File: config.mk
export PLATFORM = sky130hd
export DESIGN_NAME = spi_sensor_responder
export DESIGN_NICKNAME = d
export VERILOG_FILES = /design/src/rtl/spi_sensor_pkg.sv /design/src/rtl/spi_sensor_responder_edge_sync.sv /design/src/rtl/spi_sensor_responder.sv
export SDC_FILE = /design/constraint.sdc
export NUM_CORES = 1
export LEC_CHECK = 0
export CAP_MARGIN = 30
export CORE_MARGIN = 2
export CORE_UTILIZATION = 30
export DETAILED_ROUTE_END_ITERATION = 12
export GPL_TIMING_DRIVEN = 0
export HOLD_SLACK_MARGIN = 0.15
export SETUP_SLACK_MARGIN = 0.4
export SYNTH_ARGS = -nofsm -noshare
export SYNTH_HDL_FRONTEND = slang
export SYNTH_SLANG_ARGS = --single-unit
File: constraint.sdc
create_clock -name clk -period 5.3 [get_ports clk]
set_input_delay 0.795 -clock clk [delete_from_list [all_inputs] [get_ports clk]]
set_output_delay 0.795 -clock clk [all_outputs]
set_load 0.02 [all_outputs]
File: src/rtl/spi_sensor_pkg.sv
// Shared constants and types for the SPI sensor responder.
// Opcodes, FSM states, read-only register map and reply sentinel.
package spi_sensor_pkg;

  localparam logic [1:0] OP_CONVERT = 2'b00;
  localparam logic [1:0] OP_DUMMY   = 2'b01;
  localparam logic [1:0] OP_WRITE   = 2'b10;
  localparam logic [1:0] OP_READ    = 2'b11;

  typedef enum logic [1:0] {
    S_IDLE,
    S_SHIFT,
    S_DONE
  } state_t;

  localparam logic [5:0] RO_BASE  = 6'd60;
  localparam logic [7:0] RO_VAL60 = 8'h01;
  localparam logic [7:0] RO_VAL61 = 8'h53;
  localparam logic [7:0] RO_VAL62 = 8'h49;

  localparam logic [15:0] REPLY_DEAD = 16'hDEAD;

  // Value of a read-only register; reg63 reports the channel count.
  function automatic logic [7:0] ro_value(
    input logic [1:0] idx,
    input logic [7:0] nch
  );
    logic [7:0] v;
    v = nch;
    unique case (idx)
      2'd0:    v = RO_VAL60;
      2'd1:    v = RO_VAL61;
      2'd2:    v = RO_VAL62;
      default: v = nch;
    endcase
    return v;
  endfunction

endpackage

File: src/rtl/spi_sensor_responder_edge_sync.sv
// Two-flop synchronizer with rise/fall pulse detection.
// One instance per asynchronous SPI input.
module spi_edge_sync #(
  parameter logic RST_VAL = 1'b0
) (
  input  logic clk,
  input  logic reset,
  input  logic i_d,
  output logic o_lvl,
  output logic o_rise,
  output logic o_fall
);

  logic [2:0] r_sh;

  // Two sync stages plus one history stage for edge detection.
  always_ff @(posedge clk) begin
    if (!reset) r_sh <= {3{RST_VAL}};
    else        r_sh <= {r_sh[1:0], i_d};
  end

  assign o_lvl  = r_sh[1];
  assign o_rise = r_sh[1] & ~r_sh[2];
  assign o_fall = ~r_sh[1] & r_sh[2];

endmodule

File: src/rtl/spi_sensor_responder.sv
// SPI responder modelling the multichannel sensor.
// Replies to each command two frames later.
module spi_sensor_responder
  import spi_sensor_pkg::*;
#(
  parameter int WORD_W     = 16,
  parameter int N_CHANNELS = 32,
  parameter int PIPE_DEPTH = 2
) (
  input  logic              clk,
  input  logic              reset,
  input  logic              SCLK_wire,
  input  logic              CS_b_wire,
  input  logic              MOSI_to_sensor,
  output logic              MISO_from_sensor,
  output logic              cmd_valid,
  output logic [WORD_W-1:0] cmd_word,
  output logic              frame_err
);

  localparam int CNT_W = $clog2(WORD_W + 1);
  localparam logic [CNT_W-1:0] FULL = CNT_W'(WORD_W);

  logic w_sclk_lvl, w_sclk_rise, w_sclk_fall;
  logic w_cs_lvl, w_cs_rise, w_cs_fall;
  logic w_mosi, w_mosi_rise, w_mosi_fall;
  logic w_unused_sync;

  state_t r_state, w_next;
  logic   w_start, w_accept, w_short;

  logic [WORD_W-1:0] r_shift;
  logic [CNT_W-1:0]  r_cnt;
  logic [WORD_W-1:0] r_tx;
  logic              r_pend;
  logic [WORD_W-1:0] r_cmd_word;
  logic              r_frame_err;

  logic [WORD_W-1:0] r_pipe [PIPE_DEPTH];
  logic [7:0]        r_regs [64];
  logic [9:0]        r_conv;

  logic [1:0]        w_op;
  logic [5:0]        w_addr;
  logic [7:0]        w_data;
  logic [7:0]        w_rdata;
  logic [WORD_W-1:0] w_reply;
  logic              w_wr_en;
  logic              w_conv_inc;

  spi_edge_sync #(.RST_VAL(1'b0)) u_sclk (
    .clk    (clk),
    .reset  (reset),
    .i_d    (SCLK_wire),
    .o_lvl  (w_sclk_lvl),
    .o_rise (w_sclk_rise),
    .o_fall (w_sclk_fall)
  );

  spi_edge_sync #(.RST_VAL(1'b1)) u_cs (
    .clk    (clk),
    .reset  (reset),
    .i_d    (CS_b_wire),
    .o_lvl  (w_cs_lvl),
    .o_rise (w_cs_rise),
    .o_fall (w_cs_fall)
  );

  spi_edge_sync #(.RST_VAL(1'b0)) u_mosi (
    .clk    (clk),
    .reset  (reset),
    .i_d    (MOSI_to_sensor),
    .o_lvl  (w_mosi),
    .o_rise (w_mosi_rise),
    .o_fall (w_mosi_fall)
  );

  assign w_unused_sync = w_sclk_lvl ^ w_mosi_rise ^ w_mosi_fall;

  // Frame state register.
  always_ff @(posedge clk) begin
    if (!reset) r_state <= S_IDLE;
    else        r_state <= w_next;
  end

  // Frame sequencing: start, accept full frame or reject short one.
  always_comb begin
    w_next   = r_state;
    w_start  = 1'b0;
    w_accept = 1'b0;
    w_short  = 1'b0;
    unique case (r_state)
      S_IDLE: begin
        if (w_cs_fall || r_pend) begin
          w_next  = S_SHIFT;
          w_start = 1'b1;
        end
      end
      S_SHIFT: begin
        if (w_cs_rise) begin
          if (r_cnt >= FULL) begin
            w_next   = S_DONE;
            w_accept = 1'b1;
          end else begin
            w_next  = S_IDLE;
            w_short = 1'b1;
          end
        end
      end
      S_DONE:  w_next = S_IDLE;
      default: w_next = S_IDLE;
    endcase
  end

  assign w_op   = r_cmd_word[15:14];
  assign w_addr = r_cmd_word[13:8];
  assign w_data = r_cmd_word[7:0];

  assign w_rdata = (w_addr >= RO_BASE)
                 ? ro_value(w_addr[1:0], 8'(N_CHANNELS))
                 : r_regs[w_addr];

  // Command decode: reply word and side effects.
  always_comb begin
    w_reply    = '0;
    w_wr_en    = 1'b0;
    w_conv_inc = 1'b0;
    unique case (1'b1)
      (w_op == OP_CONVERT): begin
        if (32'(w_addr) < N_CHANNELS) begin
          w_reply    = {w_addr, r_conv};
          w_conv_inc = 1'b1;
        end else begin
          w_reply = REPLY_DEAD;
        end
      end
      (w_op == OP_WRITE): begin
        w_reply = {8'hFF, w_data};
        w_wr_en = (w_addr < RO_BASE);
      end
      (w_op == OP_READ):  w_reply = {8'h00, w_rdata};
      (w_op == OP_DUMMY): w_reply = '0;
      default:            w_reply = '0;
    endcase
  end

  // Bit capture, reply shift-out and held CS edge.
  always_ff @(posedge clk) begin
    if (!reset) begin
      r_shift     <= '0;
      r_cnt       <= '0;
      r_tx        <= '0;
      r_pend      <= 1'b0;
      r_cmd_word  <= '0;
      r_frame_err <= 1'b0;
    end else begin
      r_frame_err <= w_short;
      if (w_start) begin
        r_cnt  <= '0;
        r_tx   <= r_pipe[0];
        r_pend <= 1'b0;
      end else if (r_state == S_DONE && w_cs_fall) begin
        r_pend <= 1'b1;
      end
      if (r_state == S_SHIFT) begin
        if (w_sclk_rise && r_cnt < FULL) begin
          r_shift <= {r_shift[WORD_W-2:0], w_mosi};
          r_cnt   <= r_cnt + CNT_W'(1);
        end
        if (w_sclk_fall) r_tx <= {r_tx[WORD_W-2:0], 1'b0};
      end
      if (w_accept) r_cmd_word <= r_shift;
    end
  end

  // Command execution: reply pipeline, conversion count, registers.
  always_ff @(posedge clk) begin
    if (!reset) begin
      for (int i = 0; i < PIPE_DEPTH; i++) r_pipe[i] <= '0;
      for (int i = 0; i < 64; i++) r_regs[i] <= '0;
      r_conv <= '0;
    end else if (r_state == S_DONE) begin
      for (int i = 0; i < PIPE_DEPTH - 1; i++) r_pipe[i] <= r_pipe[i+1];
      r_pipe[PIPE_DEPTH-1] <= w_reply;
      if (w_conv_inc) r_conv <= r_conv + 10'd1;
      if (w_wr_en) r_regs[w_addr] <= w_data;
    end
  end

  assign MISO_from_sensor = (r_state == S_SHIFT) & ~w_cs_lvl & r_tx[WORD_W-1];
  assign cmd_valid        = (r_state == S_DONE);
  assign cmd_word         = r_cmd_word;
  assign frame_err        = r_frame_err;

endmodule

==> metrics <==
worst path arrival time=4310 ps; Pint=8.43 mW; most frequent cells in the layout=edfxtp_1, and2_1, nor3_1; Clock Path Buffers=3; Wirelength per Cell=27.9 um; Syn Area/Cell=13.6 um2; Post-synth EDFFs=544; logic gate share of total power=2.7%; P_sw=2.25 mW; PostCTS Resize Cnt=0; TritonCTS Sinks=625; clk_lat worst skew=630 ps; Synth Flop Type=edfxtp_1; RD Place Congestion=0.985; H-tree depth=3; antenna violations before repair=6; Final Setup Violations=0; core footprint=93000 um2; Crit. End Element=flop; initial cell density of the core=30.1%; Area after DPL=30500 um2; GR Util All Layers=20.6%; Hold Path Class=reg2reg; Util after Layout=35.1%; Post-CTS Hold Fix Bufs=0; synthesized cell area=28000 um2; Flop pwr share=51.9%; status=finished clean; dpl hpwl=~70000 um; nets=about 2200; asr flop ratio synth=0%; routed vias/inst=5.32; clock root buffer=clkbuf_16; crit share post-route=~75%; clock-pin slew on the worst setup and hold paths=roughly 60 ps; CP required=between 5000 and 6000 ps; die footprint=between 90000 and 100000 um2; Mapped Cells=2059; crit path max fanout=10; Port Buffers=23; Post-DRT Antenna Nets=0; P per Cell Area=between 300 and 400 nW/um2; Fin. Hold Viols=0; area grow syn2layout=16.5%; measured slew at the worst slew-check pin=1090 ps; worst relative slew slack=25.3%; max_cap viols=0; final WL=98900 um; via count=18800; Yosys reg bits=625; setup repair after global routing missed its margin=false; first drt pass iteration count=5; Peak Freq=between 200 and 300 MHz; Slew Viols, Final=0; worst vdd ir=0.000187 V; worst clock skew=30.3 ps; Startpoint Class=input port; Syn. warnings=0; Setup Fix Bufs, Post-CTS=0; Clk network pwr share=a little under half; Setup TNS=0 ps; Die Ht=310 um; Non-Filler Instances=3541; Static Leak=11.1 nW; clock buffer count from CTS=67; most common cell after layout, fill and taps aside=edfxtp_1; Placed Cells=3419; count of different cell masters after synthesis=59; Net Sw Frac=21.1%; I/O pin cnt=24; initial DRC count=2519; post-route cell area=32700 um2; sequential cell area fraction in the yosys report=64.0%; CTS tree=done; CP Class=in2reg; vias in the first global route=18500; # rows=112; layout cells sized above 1=14.9%; chip width=310 um; DRC=0; global route overflow=0; global-route wire length before repair=139000 um; pin count of the biggest net entering global routing=18; Tmin final=3980 ps
==> cells in the mapped netlist (6+ instances only) <==
cell type    n  share of area (%)
a211oi_1    27               0.72
o21a_1       7               0.19
mux2_2      11               0.44
a21oi_1     53               0.95
nor2b_1     10               0.22
buf_2       32               0.57
o21ai_0     71                1.3
buf_6        6               0.24
and3_1      24               0.54
or3_1       12               0.27
nand4_1      9               0.20
mux2i_1     38                1.4
edfxtp_1   544                 58
ha_1         6               0.27
clkbuf_1   115                1.5
nand2b_1     8               0.18
a22oi_1     10               0.27
nor3_1     136                2.4
o32ai_1      8               0.25
o22ai_1      8               0.18
nor2_1     104                1.4
mux4_2     122                9.8
inv_1       14               0.19
o21ai_1     13               0.23
nand3_1     16               0.29
buf_4       14               0.37
dfxtp_1     81                5.8
and2_1     371                8.3
buf_1       18               0.24
nand2_1    115                1.5
==> routing by layer <==
metal | track usage (%) | part of all wire (%)
met1 | 27.3 | 40
met2 | 31.5 | 44
met3 | 5.61 | 10
met4 | 9.56 | 5.1
met5 | 0 | 0.022
==> flip-flops by register name, summed over array words and instances, names as in the netlist, named ones only <==
register	flops
r_regs	512
r_pipe	32
cmd_word	16
r_shift	16
r_tx	16
r_conv	10
r_cnt	5
u_cs.r_sh	3
u_sclk.r_sh	3
r_state	2
u_mosi.r_sh	2
frame_err	1
r_pend	1
==> worst paths after layout <==
| check | from | slack (ps) | to | cells after the start |
|---|---|---|---|---|
| setup / recovery | reset | 1320 | r_regs[11][3]$_SDFFCE_PN0P_ | 9 |
| hold / removal | u_mosi.r_sh[0]$_SDFF_PN0_ | 430 | u_mosi.r_sh[1]$_SDFF_PN0_ | 1 |
| setup reg to reg | flop | 1500 | r_pipe[0][20]$_SDFFCE_PN0P_ | 9 |
| hold reg to reg | u_mosi.r_sh[0]$_SDFF_PN0_ | 430 | u_mosi.r_sh[1]$_SDFF_PN0_ | 1 |
==> logic make-up after synthesis <==
kind of cell	Yosys count	share of synthesized area, %
compound gates	219	4.69
xor+xnor	6	0.187
fa+ha+maj	6	0.268
buf+inv	202	3.19
flops	625	64.0
mux	171	11.6
other cells	1	0.0134
simple gates	829	16.0
==> critical path: stages <==
cell and delay [ps]:
clkdlybuf4s50_1 520, inv_1 120, nor3_2 270, nand3_1 190, or3_1 350, clkbuf_1 430
clkbuf_1 520, o21ai_0 800, buf_4 290
==> power groups by stage <==
stage / registers [mW] / logic (mW) / clock network (mW)
3_3_place_gp: 5.64 / 0.257 / 0
6_report: 5.54 / 0.286 / 4.85
2_1_floorplan: 5.62 / 0.156 / 0
4_1_cts: 5.54 / 0.282 / 4.87
5_1_grt: 5.55 / 0.298 / 5.07
3_5_place_dp: 5.64 / 0.281 / 0
==> through the flow <==
| stage | hold WS [ps] | total power [mW] | setup slack [ps] |
|---|---|---|---|
| 2_1_floorplan | 386 | 5.78 | 2370 |
| 5_1_grt | 446 | 10.9 | 1300 |
| 3_3_place_gp | 427 | 5.90 | 415 |
| 4_1_cts | 436 | 10.7 | 1500 |
| 6_report | 433 | 10.7 | 1320 |
| 3_5_place_dp | 420 | 5.92 | 865 |
==> area by class of cell <==
class	count	area (um2)
fill	9045	60400
sequential	625	18000
multi-input combinational	1263	9310
clock buffer	87	1790
tap	1254	1570
buffer	185	832
timing repair buffer	75	722
clock inverter	32	425
inverter	17	63.8
antenna	3	7.51
(Power assumes the default switching activity.)
